<file path="src/rtl/multi_dice.sv">
// Electronic dice bank: N_DICE odometer-chained dice that roll while the button is held,
// with per-die hold and a registered total published on release with a one-cycle valid pulse.
module multi_dice #(
  parameter int unsigned N_DICE = 2,
  parameter int unsigned FACES  = 6,
  localparam int unsigned W     = $clog2(FACES + 1),
  localparam int unsigned SW    = $clog2(N_DICE * FACES + 1)
) (
  input  logic                  clk,
  input  logic                  rst,
  input  logic                  button,
  input  logic [N_DICE-1:0]     hold,
  output logic [N_DICE*W-1:0]   throw,
  output logic [SW-1:0]         total,
  output logic                  valid,
  output logic                  rolling
);

  typedef enum logic [1:0] {
    StIdle,
    StRoll,
    StResult
  } state_e;

  state_e                     state_q, state_d;
  logic [N_DICE-1:0][W-1:0]   dice_q, dice_d;
  logic [SW-1:0]              total_q, total_d;
  logic [SW-1:0]              sum;

  // Odometer chain: held dice pass the carry through, out-of-range dice reload 1.
  always_comb begin
    logic         carry;
    logic [W-1:0] v;
    carry  = 1'b1;
    dice_d = dice_q;
    for (int k = 0; k < int'(N_DICE); k++) begin
      v = dice_q[k];
      if (v == '0 || v > W'(FACES)) begin
        dice_d[k] = W'(1);
        carry     = 1'b0;
      end else if (hold[k]) begin
        dice_d[k] = v;
      end else if (button && carry) begin
        if (v == W'(FACES)) begin
          dice_d[k] = W'(1);
        end else begin
          dice_d[k] = v + W'(1);
          carry     = 1'b0;
        end
      end else begin
        dice_d[k] = v;
        carry     = 1'b0;
      end
    end
  end

  always_comb begin
    sum = '0;
    for (int k = 0; k < int'(N_DICE); k++) begin
      sum = sum + SW'(dice_q[k]);
    end
  end

  always_comb begin
    state_d = state_q;
    total_d = total_q;
    unique case (state_q)
      StIdle: begin
        if (button) state_d = StRoll;
      end
      StRoll: begin
        if (!button) begin
          state_d = StResult;
          total_d = sum;
        end
      end
      StResult: begin
        state_d = button ? StRoll : StIdle;
      end
      default: state_d = StIdle;
    endcase
  end

  always_ff @(posedge clk or negedge rst) begin
    if (!rst) begin
      state_q <= StIdle;
      dice_q  <= {N_DICE{W'(1)}};
      total_q <= '0;
    end else begin
      state_q <= state_d;
      dice_q  <= dice_d;
      total_q <= total_d;
    end
  end

  assign throw   = dice_q;
  assign total   = total_q;
  assign valid   = (state_q == StResult);
  assign rolling = (state_q == StRoll);

endmodule
</file>
<file path="config.mk">
export PLATFORM = sky130hd
export DESIGN_NAME = multi_dice
export DESIGN_NICKNAME = d
export VERILOG_FILES = /design/src/rtl/multi_dice.sv
export SDC_FILE = /design/constraint.sdc
export NUM_CORES = 1
export LEC_CHECK = 0
export ABC_CLOCK_PERIOD_IN_PS = 5400
export CAP_MARGIN = 10
export CORE_MARGIN = 2
export CORE_UTILIZATION = 49
export CTS_BUF_LIST = sky130_fd_sc_hd__clkbuf_16
export CTS_CLUSTER_SIZE = 28
export DETAILED_ROUTE_END_ITERATION = 8
export GPL_TIMING_DRIVEN = 0
export PLACE_DENSITY = 0.81
export SLEW_MARGIN = 20
export SYNTH_ARGS = -nofsm -noshare
export SYNTH_HDL_FRONTEND = slang
export SYNTH_SLANG_ARGS = --single-unit
</file>
<file path="constraint.sdc">
create_clock -name clk -period 5.4 [get_ports clk]
set_clock_uncertainty 0.2 [all_clocks]
set_input_delay 1.62 -clock clk [delete_from_list [all_inputs] [get_ports clk]]
set_output_delay 1.62 -clock clk [all_outputs]
set_load 0.05 [all_outputs]
</file>
==> run metrics, run 1 <==
Final Max Slew Viols 0; final wirelength 1.24 mm; Core Footprint 1250 µm²; CP Buf/Inv Count 1; number of global-route vias before repair 459; clk buf depth 2; die height 40.2 µm; vias after detailed routing between 400 and 500; dominant cell type by area after synthesis dfrtp_1; Tcrit/Tclk final 0.654; crit-path max cell delay 0.84 ns; Clock transition at path regs 0.04 ns; Max VDD drop 365 µV; # diodes 0; synth warn 0; FILL cells 92; DRT Pass-1 Iters 4; setup tns final 0 ns; worst-skew pair later-pin latency 0.23 ns; crit-path cells clkdlybuf4s50_1; Top delay family on crit path buffers and inverters; startpoint types register; antenna violations before repair 0; post-synthesis cell area 641 µm²; final hold violations 0; Slew HR 0.651; I/O pins 17; cell count after synthesis 58; fraction of layout cells with a size suffix above 1 0.141; arrival time of the worst setup path 1.71 ns; starting density of the core 0.511; top-area cell type share of the netlist area 0.391; share of the yosys chip area belonging to registers 0.473; CP Class register to primary output; CTS tree built; placed instance count 89; DR WL/cell 13.3 µm; Area Growth Syn to Fin 40.2%; CP Capture Type primary output; total grt overflow 0; total of max-cap violations 0; fin nets 88; Synth area leaders dfrtp_1, dfstp_2, ha_1, a2111oi_4, a21oi_1; Crit-path slowest cell clkdlybuf4s50_1; # clock sinks 12; Critical Path Fanout Max 10; leak pwr 0.370 nW; DR iter-0 viols 9; DRC errors left 0; die width 40.2 µm; DP HPWL 860 µm; cts bufs inserted 3; # resized after CTS 0; Slew @ Worst Pin 0.523 ns; Max Clock Freq 283 MHz; Setup-failing EPs final 0; Die Area 1610 µm²; HP Class register to register; Syn Nets 67; # rows 13; H-tree depth 1; Mean Syn Cell Area 11.0 µm²; first-pass GRT wire length 1.99 mm; status finished clean; largest net degree at the start of global routing 13; PortBufs 16; Total GRT Usage 0.195; postcts setup bufs 0; post-route ant nets 0; Critical Path RT 3.58 ns; flops & latches, synth 12; RSZ-0062 raised after global routing false; # hold bufs at CTS 0; PwrDens 717 nW/µm²; routed vias/inst 5.27; RePlAce Congestion 0.710; Final min period ~3.5 ns; Distinct cells, synth 25; Final Non-Filler Cells between 90 and 100; Root Driver clkbuf_16
[power by group]
part	switching (mW)	internal, mW	total [mW]
Combinational	0.197	0.131	0.328
Clock	0.0347	0.0971	0.132
Sequential	0.0551	0.129	0.184
[layout by cell type, fill, tap and decap left out, drive strengths merged, types with 2 or more instances in the layout]
cell type / netlist / layout
o21ai: 4 / 4
nor3: 2 / 2
dfstp: 2 / 2
clkdlybuf4s50: 0 / 16
dfrtp: 10 / 10
nor2b: 4 / 4
a31oi: 2 / 2
mux2: 2 / 2
nand2: 4 / 4
maj3: 2 / 2
nand2b: 2 / 2
ha: 3 / 3
clkbuf: 0 / 3
nor2: 5 / 5
a21oi: 5 / 5
[cell usage after synthesis]
library cell	count
a2111oi_4	1
a21boi_0	1
a21o_1	1
a21oi_1	5
a31oi_1	2
and3_4	1
buf_2	1
dfrtp_1	10
dfstp_2	2
fa_1	1
ha_1	3
inv_1	1
maj3_1	2
mux2_2	2
mux2i_1	1
nand2_1	4
nand2b_1	2
nand3_1	1
nor2_1	5
nor2b_1	4
nor3_1	2
o21ai_0	3
o21ai_2	1
o2bb2ai_1	1
xnor2_1	1
[layout make-up]
type	instances	area [µm²]	share of cell area
Buffer	1	5.00	0.00557
Clock buffer	3	75.1	0.0836
Clock inverter	1	3.75	0.00418
Inverter	1	3.75	0.00418
Multi-Input combinational cell	44	329	0.366
Sequential cell	12	303	0.337
Tap cell	15	18.8	0.0209
Timing Repair Buffer	16	160	0.178
[through the flow]
stage	setup WS, ns	total power [mW]	util	cell area (µm²)	hold slack (ns)
after floorplan	2.50	0.404	-	641	0.244
after global placement	2.07	0.495	0.654	820	0.259
after detailed placement	2.05	0.512	0.654	820	0.275
after CTS	1.87	0.648	0.717	898	0.291
after global routing	1.84	0.678	0.717	898	0.314
final	1.87	0.644	0.717	898	0.281
[sequential cells by signal, indices dropped and copies added (netlist names)]
| signal | flops |
|---|---|
| total | 4 |
| state_q | 2 |
| throw | 6 |
[logic make-up after synthesis]
family	Yosys count	share of synthesized area
compound gates	15	0.176
xor+xnor	1	0.0137
fa+ha+maj	6	0.121
buf+inv	2	0.0137
flops	12	0.473
mux	3	0.0508
simple gates	19	0.152
[worst paths after layout]
kind | start | endpoint | slack (ns) | depth (start not counted)
worst max-delay path | throw[0]$_DFFE_PN1P_ | throw[0] | 1.87 | 1
worst min-delay path | state_q[1]$_DFFE_PN0P_ | state_q[0]$_DFFE_PN0P_ | 0.28 | 1
worst max register to register | throw[0]$_DFFE_PN1P_ | total[1]$_DFFE_PN0P_ | 3.52 | 3
worst min register to register | state_q[1]$_DFFE_PN0P_ | state_q[0]$_DFFE_PN0P_ | 0.28 | 1
max in group asynchronous | rst | throw[3]$_DFFE_PN1P_ | 3.10 | 1
min in group asynchronous | rst | state_q[1]$_DFFE_PN0P_ | 1.53 | 1
[per-layer routing]
metal / part of all wire / wire (µm) / vias up / track usage
met5: 0 / 0 / - / 0
met4: 0 / 0 / 0 / 0.0776
met3: 0.048 / 59 / 0 / 0.0500
met2: 0.50 / 613 / 13 / 0.319
met1: 0.46 / 562 / 228 / 0.245
li1: - / - / 249 / -
(Power assumes the default switching activity.)
==> inputs of run 2 (changes only) <==
Settings changed: ABC_CLOCK_PERIOD_IN_PS 5400 to 3100, CORE_ASPECT_RATIO set to 0.9, CORE_UTILIZATION 49 to 41, PLACE_DENSITY 0.81 to 0.72.
Clock period 5.4 ns to 3.1 ns, I/O delays scaled along.
==> run metrics, run 2 (synthesized netlist as in run 1, its figures left out) <==
global routing's busiest layer met1; H-tree depth 1 (unchanged); Final Instance Area 898 µm² (unchanged); total grt overflow 0 (unchanged); Total GRT Usage 0.160 (-0.0349); Core Footprint 1450 µm² (+16%); area of the multi-input gates 329 µm² (unchanged); Slew HR 0.647 (-0.00320); Storage cell area 303 µm² (unchanged); Global Route met3 Usage 0.0565 (+0.00652); RSZ-0062 raised after global routing false; DR iter-0 viols 15 (+6); leak pwr 0.370 nW (unchanged); fin nets 88 (unchanged); Top delay family on crit path buffers and inverters; Die Area 1900 µm² (+18%); Crit-path slowest cell clkdlybuf4s50_1; arrival time of the worst setup path 1.70 ns (about the same); Clock transition at path regs 0.04 ns (about the same); final hold violations 0 (unchanged); Final min period 2.83 ns; I/O pins 17 (unchanged); Setup-failing EPs final 0 (unchanged); max reg flops 6 (unchanged); Final Non-Filler Cells 93 (unchanged); fraction of layout cells with a size suffix above 1 0.141 (unchanged); antenna violations before repair 0 (unchanged); post-route ant nets 0 (unchanged); Root Driver clkbuf_16; status finished clean; Min-Delay Path Depth 1 (unchanged); placed instance count 89 (unchanged); HP Class register to register; die height 41.5 µm (+3.3%); Max VDD drop 633 µV (+74%); first-pass GRT wire length 2.19 mm (+10%); Tcrit/Tclk final 0.912; vias after detailed routing 518 (+5.7%); CP Depth 1 (unchanged); # rows 13 (unchanged); commonest cells after routing, fill and taps aside clkdlybuf4s50_1, dfrtp_1, nor2_1, a21oi_1; DRC errors left 0 (unchanged); postcts setup bufs 0 (unchanged); cts bufs inserted 3 (unchanged); DRT Pass-1 Iters 4 (unchanged); worst-skew pair later-pin latency 0.24 ns (about the same); # diodes 0 (unchanged); R2R cell count 4 (+1); met1 GRT Util 0.221 (-0.0239); met2 GRT Util 0.214 (-0.104); # clock sinks 12 (unchanged); clk buf depth 2 (unchanged); routed vias/inst 5.57 (+5.7%); commonest non-fill, non-tap cell in the layout clkdlybuf4s50_1; crit-path max cell delay 0.83 ns (about the same); die width 45.7 µm (+14%); PortBufs 16 (unchanged); CP Buf/Inv Count 1 (unchanged); CTS tree built; PwrDens 1230 nW/µm² (+72%); DR WL/cell 12.9 µm (-2.5%); starting density of the core 0.443 (-0.0690); number of global-route vias before repair 512 (+12%); Max Clock Freq 354 MHz; placed inst area 820 µm² (unchanged); CP Capture Type primary output; final wirelength 1.20 mm (-2.5%); # hold bufs at CTS 0 (unchanged); Critical Path Fanout Max 10 (unchanged); # resized after CTS 0 (unchanged); Slew @ Worst Pin 0.527 ns (+0.00478 ns); CP Class register to primary output; DP HPWL 866 µm (+0.59%); FILL cells 119 (+29%); total power 1.11 mW (+72%); total of max-cap violations 0 (unchanged); startpoint types register; largest net degree at the start of global routing 13 (unchanged); Critical Path RT 1.97 ns (-1.61 ns); crit-path cells clkdlybuf4s50_1; RePlAce Congestion 0.688 (-3.2%); Area Growth Syn to Fin 40.2% (unchanged); setup tns final 0 ns (unchanged); Final Max Slew Viols 0 (unchanged)
## run 2: cell type report
cell class,instances,share of cell area
Tap cell,15,0.0209
Clock buffer,3,0.0836
Sequential cell,12,0.337
Timing Repair Buffer,16,0.178
Multi-Input combinational cell,44,0.366
Buffer,1,0.00557
Clock inverter,1,0.00418
Inverter,1,0.00418
## run 2: worst register-to-register path, stage by stage (launching register included)
cell and delay [ns]:
dfstp_2 0.62, o21ai_2 0.10, a2111oi_4 0.49, maj3_1 0.26, mux2i_1 0.06
## run 2: metrics by stage
step / setup slack (ns) / hold WS, ns / utilization
after floorplan: 0.888 / 0.244 / -
after global placement: 0.429 / 0.262 / 0.566
after detailed placement: 0.422 / 0.273 / 0.566
after CTS: 0.269 / 0.279 / 0.621
after global routing: 0.209 / 0.311 / 0.621
final: 0.273 / 0.270 / 0.621
## run 2: where the power goes
part | total, mW | switching [mW] | internal (mW)
combinational | 0.554 | 0.332 | 0.223
clock | 0.235 | 0.0651 | 0.170
sequential | 0.320 | 0.0955 | 0.225
total | 1.11 | 0.492 | 0.617
## run 2: worst paths after layout
| path | start | endpoint | slack [ns] |
|---|---|---|---|
| hold / removal | state_q[1]$_DFFE_PN0P_ | state_q[0]$_DFFE_PN0P_ | 0.27 |
| setup reg to reg | throw[0]$_DFFE_PN1P_ | throw[4]$_DFFE_PN0P_ | 1.23 |
| hold reg to reg | state_q[1]$_DFFE_PN0P_ | state_q[0]$_DFFE_PN0P_ | 0.27 |
| min in group asynchronous | rst | total[3]$_DFFE_PN0P_ | 0.84 |
| setup / recovery | throw[0]$_DFFE_PN1P_ | throw[0] | 0.27 |
| max in group asynchronous | rst | throw[3]$_DFFE_PN1P_ | 1.49 |
## run 2: per-layer routing
| metal | vias up | part of all wire |
|---|---|---|
| met1 | 252 | 0.46 |
| li1 | 248 | - |
| met3 | 4 | 0.056 |
| met2 | 14 | 0.46 |
| met4 | 0 | 0.017 |
| met5 | - | 0 |
